File: config.mk
export PLATFORM = sky130hd
export DESIGN_NAME = result_argmax
export DESIGN_NICKNAME = d
export VERILOG_FILES = /design/src/rtl/nn_pkg.sv /design/src/rtl/result_argmax.sv
export SDC_FILE = /design/constraint.sdc
export NUM_CORES = 1
export LEC_CHECK = 0
export CAP_MARGIN = 20
export CORE_MARGIN = 1
export CORE_UTILIZATION = 40
export CTS_CLUSTER_DIAMETER = 200
export DETAILED_ROUTE_END_ITERATION = 16
export PLACE_DENSITY = 0.77
export RECOVER_POWER = 50
export SYNTH_ARGS = -nofsm -noshare
export SYNTH_HDL_FRONTEND = slang
export SYNTH_SLANG_ARGS = --single-unit
File: constraint.sdc
create_clock -name clk -period 3.2 [get_ports clk]
set_input_delay 0.64 -clock clk [delete_from_list [all_inputs] [get_ports clk]]
set_output_delay 0.64 -clock clk [all_outputs]
set_load 0.1 [all_outputs]
File: src/rtl/nn_pkg.sv
// Shared constants and types for the classifier result path
// (result_registers, result_argmax, avalon_interface).
package nn_pkg;

  localparam int NUM_CLASSES = 10;
  localparam int DATA_W      = 16;
  localparam int SEL_W       = 4;

  typedef enum logic [1:0] {
    IDLE   = 2'd0,
    SCAN   = 2'd1,
    FINISH = 2'd2
  } argmax_state_t;

endpackage

File: src/rtl/result_argmax.sv
// Scans the class scores held in result_registers through the out_sel read
// port and reports the index and value of the largest signed score.
module result_argmax #(
  parameter int NUM_CLASSES = nn_pkg::NUM_CLASSES,
  parameter int DATA_W      = nn_pkg::DATA_W,
  parameter int SEL_W       = nn_pkg::SEL_W
) (
  input  logic              clk,
  input  logic              rst,
  input  logic              start,
  input  logic [DATA_W-1:0] out_data,
  output logic [SEL_W-1:0]  out_sel,
  output logic              busy,
  output logic              done,
  output logic              result_valid,
  output logic [SEL_W-1:0]  class_idx,
  output logic [DATA_W-1:0] max_value
);

  import nn_pkg::*;

  localparam logic [SEL_W-1:0] LAST_IDX = SEL_W'(NUM_CLASSES - 1);

  // Full-width signed compare; strict so the lowest index wins on ties.
  function automatic logic score_gt(input logic signed [DATA_W-1:0] a,
                                    input logic signed [DATA_W-1:0] b);
    return a > b;
  endfunction

  argmax_state_t             state_q, state_d;
  logic [SEL_W-1:0]          cnt_q, cnt_d;
  logic [SEL_W-1:0]          class_idx_q, class_idx_d;
  logic signed [DATA_W-1:0]  max_value_q, max_value_d;
  logic                      result_valid_q, result_valid_d;
  logic signed [DATA_W-1:0]  score;

  assign score = $signed(out_data);

  // Next-state, scan counter and running-maximum update.
  always_comb begin
    state_d        = state_q;
    cnt_d          = cnt_q;
    class_idx_d    = class_idx_q;
    max_value_d    = max_value_q;
    result_valid_d = result_valid_q;
    case (state_q)
      IDLE: begin
        if (start) begin
          state_d        = SCAN;
          cnt_d          = '0;
          result_valid_d = 1'b0;
        end
      end
      SCAN: begin
        // First score seeds the maximum so all-negative sets work.
        if ((cnt_q == '0) || score_gt(score, max_value_q)) begin
          max_value_d = score;
          class_idx_d = cnt_q;
        end
        if (cnt_q == LAST_IDX) begin
          state_d        = FINISH;
          cnt_d          = '0;
          result_valid_d = 1'b1;
        end else begin
          cnt_d = cnt_q + SEL_W'(1);
        end
      end
      FINISH: begin
        state_d = IDLE;
      end
      default: begin
        state_d = IDLE;
      end
    endcase
  end

  // State and result registers; reset also clears the held result.
  always_ff @(posedge clk) begin
    if (rst) begin
      state_q        <= IDLE;
      cnt_q          <= '0;
      class_idx_q    <= '0;
      max_value_q    <= '0;
      result_valid_q <= 1'b0;
    end else begin
      state_q        <= state_d;
      cnt_q          <= cnt_d;
      class_idx_q    <= class_idx_d;
      max_value_q    <= max_value_d;
      result_valid_q <= result_valid_d;
    end
  end

  assign out_sel      = (state_q == SCAN) ? cnt_q : '0;
  assign busy         = (state_q == SCAN);
  assign done         = (state_q == FINISH);
  assign result_valid = result_valid_q;
  assign class_idx    = class_idx_q;
  assign max_value    = max_value_q;

endmodule

==> results.py, run 1 <==
metrics = {
    "synth": {
        "ys_types": 31,
        "syn-num-nets": 238,
        "synth_top_area_frac": 0.3115,
        "yosysTopAreaCell": "dfxtp_1",
        "synth.avg_cell_area_um2": 8.677,
        "syn_inst": 200,
        "seq_area_frac_synth": 0.3115,
        "yosys_warnings": 0,
        "syn-cell-area_mm2": 0.001735,
        "synth_area_leaders": "dfxtp_1 31%, nand2b_1 14%, ha_1 14%",
        "ys_ff_latch": 27,
    },
    "hold_path": {
        "timing.hold.worst.start": "class_idx[2]$_SDFFE_PP0P_",
        "holdPathStages": 2,
        "hold_end": "class_idx[2]$_SDFFE_PP0P_",
        "min_path_type": "reg -> reg",
    },
    "cts": {
        "tritoncts": "built",
        "cts_sinks": 27,
        "postCtsHoldBufs": 0,
        "post_cts_buffers": 0,
        "h-tree-depth": 1,
        "cts.path.max_buffers": 2,
        "post_cts_resized": 0,
        "clk_pin_slew_worst_paths_ns": 0.10,
        "clock_latency_ns": 0.28,
        "cts_buffers": 3,
        "root_buffer": "clkbuf_8",
    },
    "timing": {
        "fin_skew_ns": 0.006093,
        "rsz0062_at_grt": "false",
        "timing.final.crit_share": 0.8820,
        "finalWorstSetupSlack_ns": 0.3776,
        "drv_slew": 0,
        "tns_ns": 0,
        "fin_crit_ns": 2.822,
        "finalHoldViolations": 0,
        "clock.fmax_mhz": 354.3,
        "setup_violations": 0,
        "worst_slew_margin_rel": 0.2181,
        "worstMarginPinSlew_ns": 1.178,
    },
    "route": {
        "vias": 1430,
        "drt-vias-per-instance": 4.847,
        "dr.first_iter.drc_count": 41,
        "wl_per_cell_um": 12.00,
        "drc_errors": 0,
        "first_pass_iters": 4,
        "wl_um": 3539,
        "final_antenna_net_count": 0,
    },
    "setup_path": {
        "ff2ff_path_depth": 9,
        "cp_cell_sequence": "clkdlybuf4s50_1 -> ha_1 -> nand4_2 -> nor4_2 -> a21boi_2 -> and4b_4 -> a211oi_4 -> buf_4 -> mux2i_1",
        "crit_path_max_incr_delay_ns": 0.44,
        "cp-end-kind": "flip-flop",
        "critPathBufInv": 2,
        "r2r_slack_ns": 0.79,
        "cp_max_fo": 8,
        "crit_path_start": "out_data[15]",
        "worstReg2RegStart": "max_value[15]$_SDFFE_PP0P_",
        "required_ns": 3.40,
        "critPathArrivalTime_ns": 3.03,
        "crit_path_start_kind": "input port",
        "crit_type": "in -> reg",
        "cpLargestDelayFamily": "buffers and inverters",
        "r2r_end": "max_value[3]$_SDFFE_PP0P_",
        "crit_slowest_cell": "clkdlybuf4s50_1",
    },
    "place": {
        "gp_congestion": 0.7403,
        "port_buffers": 45,
        "dp.final_hpwl_um": 2720,
        "dp_slack_ns": 0.07829,
    },
    "floorplanning": {
        "dieArea_mm2": 0.004606,
        "die_y_um": 67.87,
        "initial_core_util": 0.4247,
        "row_count": 23,
        "io_pins": 46,
        "dieWidth_um": 67.87,
        "coreArea_mm2": 0.004086,
    },
    "layout": {
        "post-route-util": 0.5220,
        "fillers": 442,
        "areaGrowthSynthToFinish_pct": 22.93,
        "layout.nets": 284,
        "num_antenna_cells": 0,
        "drive_above_1_share": 0.07755,
    },
    "grt": {
        "grt_max_degree": 25,
        "grt.overflow.total": 0,
        "grtUsageTotal": 0.1678,
        "grt_pass1_vias": 1339,
        "antenna_found_initial": 0,
        "grt_pass1_wl_um": 5899,
    },
    "power": {
        "p_leak_nw": 0.8434,
        "peakVddDrop_mv": 0.2449,
        "power_density_mw_per_mm2": 400.6,
    },
    "run": {
        "max_cap_viol_count": 0,
    },
    "status": {
        "status": "completed",
    },
}
placed cells by master, fill, tap and decap left out, types with 3 or more instances in the layout:
master / netlist / final
inv_1: 22 / 22
buf_4: 0 / 10
clkbuf_1: 6 / 21
mux2i_1: 19 / 19
a21oi_1: 7 / 7
and2_1: 3 / 3
nand2b_1: 39 / 39
o21ai_0: 3 / 3
clkdlybuf4s50_1: 0 / 17
dfxtp_1: 27 / 27
nand2_1: 8 / 8
ha_1: 19 / 19
nor2_1: 14 / 14
clkbuf_8: 0 / 3
o21ai_1: 5 / 5
nand3_1: 3 / 3
layer usage:
metal / vias up / track usage / part of all wire
met4: 0 / 0.02344 / 0.0048
met3: 2 / 0.04167 / 0.049
met5: - / 0 / 0
met1: 645 / 0.2103 / 0.47
li1: 756 / - / -
met2: 27 / 0.2946 / 0.48
cell type report:
type | count | area [um^2] | share of cell area
repair buffers | 49 | 334.1 | 0.1566
multi-input cells | 143 | 1067 | 0.5003
clock buffers | 3 | 41.29 | 0.01935
clock inverters | 1 | 5.005 | 0.002346
flip-flops and latches | 27 | 540.5 | 0.2534
inverters | 22 | 82.58 | 0.03871
well taps | 50 | 62.56 | 0.02933
cells in the mapped netlist:
cell type	instances
a211oi_1	2
a211oi_4	1
a21boi_2	1
a21o_1	1
a21oi_1	7
a22oi_1	1
a311oi_1	1
and2_1	3
and4b_4	1
buf_6	2
clkbuf_1	6
dfxtp_1	27
ha_1	19
inv_1	22
mux2i_1	19
nand2_1	8
nand2b_1	39
nand3_1	3
nand4_1	2
nand4_2	1
nand4b_1	2
nor2_1	14
nor2b_1	2
nor3_1	1
nor3b_1	1
nor4_2	1
nor4bb_1	1
o21ai_0	3
o21ai_1	5
o32ai_1	2
or2_1	2
sequential cells by signal, summed over array words and instances (netlist names):
signal,count
cnt_q,4
result_valid,1
max_value,16
state_q,2
class_idx,4
how the worst max path moves through the flow:
| stage | end | slack, ns | cells after the start |
|---|---|---|---|
| floorplan | max_value[10]$_SDFFE_PP0P_ | 0.31 | 9 |
| global placement | max_value[6]$_SDFFE_PP0P_ | 0.18 | 9 |
| detailed placement | max_value[3]$_SDFFE_PP0P_ | 0.08 | 9 |
| CTS | max_value[3]$_SDFFE_PP0P_ | 0.36 | 9 |
| global route | max_value[3]$_SDFFE_PP0P_ | 0.25 | 9 |
| finish | max_value[3]$_SDFFE_PP0P_ | 0.38 | 9 |
power breakdown:
| part | switching [W] | leakage, nW | internal [W] | total [W] |
|---|---|---|---|---|
| logic | 0.000203 | 0.597 | 0.0000884 | 0.000291 |
| clock network | 0.000109 | 0.0255 | 0.0000874 | 0.000197 |
| registers | 0.0000141 | 0.221 | 0.000353 | 0.000367 |
| total | 0.000326 | 0.843 | 0.000529 | 0.000855 |
cells by family after synthesis:
| kind of cell | count (synthesis) | synth area share |
|---|---|---|
| flops | 27 | 0.3115 |
| fa+ha+maj | 19 | 0.1370 |
| compound gates | 24 | 0.09372 |
| simple gates | 81 | 0.2747 |
| mux | 19 | 0.1096 |
| buf+inv | 30 | 0.07354 |
per-stage QoR:
stage / cells / total power (W) / area, um^2 / hold WS, ns
5_1_grt: 295 / 0.0009087 / 2133 / 0.5065
3_5_place_dp: 291 / 0.0006797 / 2166 / 0.4696
2_1_floorplan: 200 / 0.0006027 / 1735 / 0.4830
4_1_cts: 295 / 0.0008786 / 2212 / 0.4846
3_3_place_gp: 291 / 0.0006764 / 2166 / 0.4641
6_report: 295 / 0.0008546 / 2133 / 0.4795
worst min-delay path: cells and delay by family, from the launching register on:
family	cells	cell delay [ns]
DFF	1	0.32
AOI/OAI and AO/OA	1	0.07
buffers and inverters	1	0.04
Power figures use the tool's default switching activity.
==> inputs of run 2 (changes only) <==
--- a/config.mk
+++ b/config.mk
@@ -5,7 +5,7 @@
 export SDC_FILE = /design/constraint.sdc
 export NUM_CORES = 1
 export LEC_CHECK = 0
-export CAP_MARGIN = 20
+export CAP_MARGIN = 15
 export CORE_MARGIN = 1
 export CORE_UTILIZATION = 40
 export CTS_CLUSTER_DIAMETER = 200
==> results of run 2 <==
No change in the layout: final DEF, timing and power equal those of run 1.
==> inputs of run 3 (changes only) <==
--- a/config.mk
+++ b/config.mk
@@ -6,6 +6,7 @@
 export NUM_CORES = 1
 export LEC_CHECK = 0
 export CAP_MARGIN = 15
+export CORE_ASPECT_RATIO = 0.9
 export CORE_MARGIN = 1
 export CORE_UTILIZATION = 40
 export CTS_CLUSTER_DIAMETER = 200
==> run 3 against run 2 <==
Clock power about the same; critical path depth stayed put; clock skew is 0.0037 ns lower; via count fell by 3.1%; hold slack better by 0.0011 ns; routed wire length decreased by 3.2%; sequential cell count unchanged; count of clock-buffer cells in the layout stayed put; sequential share of layout area is essentially flat; critical path type unchanged.
==> results.py, run 3 (synthesis gave the netlist of run 1 again) <==
metrics = {
    "timing": {
        "fin_crit_ns": 2.843,
        "rsz0062_at_grt": "false",
        "worstMarginPinSlew_ns": 1.190,
        "setup_violations": 0,
        "fin_skew_ns": 0.002404,
        "clock.fmax_mhz": 351.7,
        "holdWs_ns": 0.4806,
        "finalHoldViolations": 0,
        "timing.final.crit_share": 0.8885,
        "tns_ns": 0,
        "drv_slew": 0,
        "worst_slew_margin_rel": 0.2099,
    },
    "power": {
        "p_leak_nw": 0.8434,
        "power_density_mw_per_mm2": 399.6,
        "netSwitchingPower_w": 0.0003230,
        "intPower_w": 0.0005285,
        "pwr-share-clk": 0.229,
        "p_sw_frac": 0.3793,
        "peakVddDrop_mv": 0.1851,
        "combPwrFrac": 0.339,
        "finalPower_w": 0.0008515,
        "pwr-share-seq": 0.432,
    },
    "route": {
        "dr.first_iter.drc_count": 58,
        "wl_um": 3425,
        "vias": 1386,
        "drt-vias-per-instance": 4.730,
        "wl_per_cell_um": 11.69,
        "first_pass_iters": 4,
        "drc_errors": 0,
        "final_antenna_net_count": 0,
    },
    "layout": {
        "largest_reg_flops": 16,
        "layout.nets": 284,
        "num_antenna_cells": 0,
        "drive_above_1_share": 0.07755,
        "fillers": 412,
        "layout_commonest_cell": "nand2b_1",
        "final_cell_mix": "39 x nand2b_1, 27 x dfxtp_1, 22 x inv_1, 21 x clkbuf_1",
        "areaGrowthSynthToFinish_pct": 22.78,
    },
    "setup_path": {
        "crit_type": "in -> reg",
        "path_depth": 9,
        "worstReg2RegStart": "max_value[15]$_SDFFE_PP0P_",
        "cp_max_fo": 10,
        "crit_slowest_cell": "clkdlybuf4s50_1",
        "crit_path_start_kind": "input port",
        "crit_path_start": "out_data[15]",
        "required_ns": 3.41,
        "cpLargestDelayFamily": "buffers and inverters",
        "cp_cell_sequence": "clkdlybuf4s50_1 -> ha_1 -> nand4_2 -> nor4_2 -> a21boi_2 -> and4b_4 -> a211oi_4 -> buf_4 -> mux2i_1",
        "ff2ff_path_depth": 9,
        "critPathArrivalTime_ns": 3.05,
        "crit_path_max_incr_delay_ns": 0.44,
        "cp-end-kind": "flip-flop",
        "critPathBufInv": 2,
    },
    "cts": {
        "postCtsHoldBufs": 0,
        "cts.path.max_buffers": 2,
        "clock_latency_ns": 0.27,
        "post_cts_buffers": 0,
        "root_buffer": "clkbuf_8",
        "post_cts_resized": 0,
        "cts_buffers": 3,
        "h-tree-depth": 1,
        "clk_pin_slew_worst_paths_ns": 0.09,
        "tritoncts": "built",
        "cts_sinks": 27,
    },
    "floorplanning": {
        "io_pins": 46,
        "row_count": 22,
        "coreArea_mm2": 0.004129,
        "dieArea_mm2": 0.004606,
        "die_y_um": 64.49,
        "dieWidth_um": 71.43,
        "initial_core_util": 0.4203,
    },
    "grt": {
        "grt_pass1_vias": 1296,
        "grtUsageTotal": 0.1619,
        "antenna_found_initial": 0,
        "grt_pass1_wl_um": 5954,
        "grt_max_degree": 26,
        "grt.overflow.total": 0,
    },
    "hold_path": {
        "timing.hold.worst.start": "class_idx[1]$_SDFFE_PP0P_",
        "holdPathStages": 2,
        "min_path_type": "reg -> reg",
    },
    "place": {
        "gp_congestion": 0.7870,
        "dp.final_hpwl_um": 2635,
        "port_buffers": 45,
    },
    "run": {
        "max_cap_viol_count": 0,
    },
    "status": {
        "status": "completed",
    },
}
run 3: path summary, 6_finish.rpt:
path                                 to  slack, ns
min           class_idx[1]$_SDFFE_PP0P_       0.48
min reg2reg   class_idx[1]$_SDFFE_PP0P_       0.48
max reg2reg  max_value[11]$_SDFFE_PP0P_       0.78
max          max_value[11]$_SDFFE_PP0P_       0.36
run 3: metrics by stage:
step / worst slack, ns / instance area, um^2 / util / cells
after floorplan: 0.3055 / 1735 / - / 200
after global placement: 0.1357 / 2163 / 0.5239 / 289
after detailed placement: 0.05535 / 2163 / 0.5239 / 289
after CTS: 0.3237 / 2210 / 0.5352 / 293
after global routing: 0.1752 / 2131 / 0.5161 / 293
final: 0.3567 / 2131 / 0.5161 / 293
run 3: power groups by stage:
stage          Sequential [W]  Clock (W)  Combinational, W
2_1_floorplan        0.000478          0          0.000125
3_3_place_gp         0.000376          0          0.000299
3_5_place_dp         0.000376          0          0.000302
4_1_cts              0.000368   0.000203          0.000303
5_1_grt              0.000371   0.000221          0.000311
6_report             0.000368   0.000195          0.000289
run 3: area by class of cell:
cell class,instances,area [um^2],share of cell area
multi-input cells,143,1067,0.5009
flip-flops and latches,27,540.5,0.2537
repair buffers,49,334.1,0.1568
inverters,22,82.58,0.03876
well taps,48,60.06,0.02819
clock inverters,1,5.005,0.002349
clock buffers,3,41.29,0.01938
run 3: metal layers:
layer / track usage / vias to the layer above / wire (um)
met5: 0 / - / 0
met4: 0.06000 / 0 / 44
met3: 0.02644 / 4 / 116
met2: 0.2369 / 21 / 1478
met1: 0.2366 / 608 / 1785
li1: - / 753 / -
run 3: tightest hold or removal path: cells and delay by family (launching register included):
family,cells,cell delay (ns)
DFF,1,0.32
and+or+nand+nor,1,0.06
muxes,1,0.06
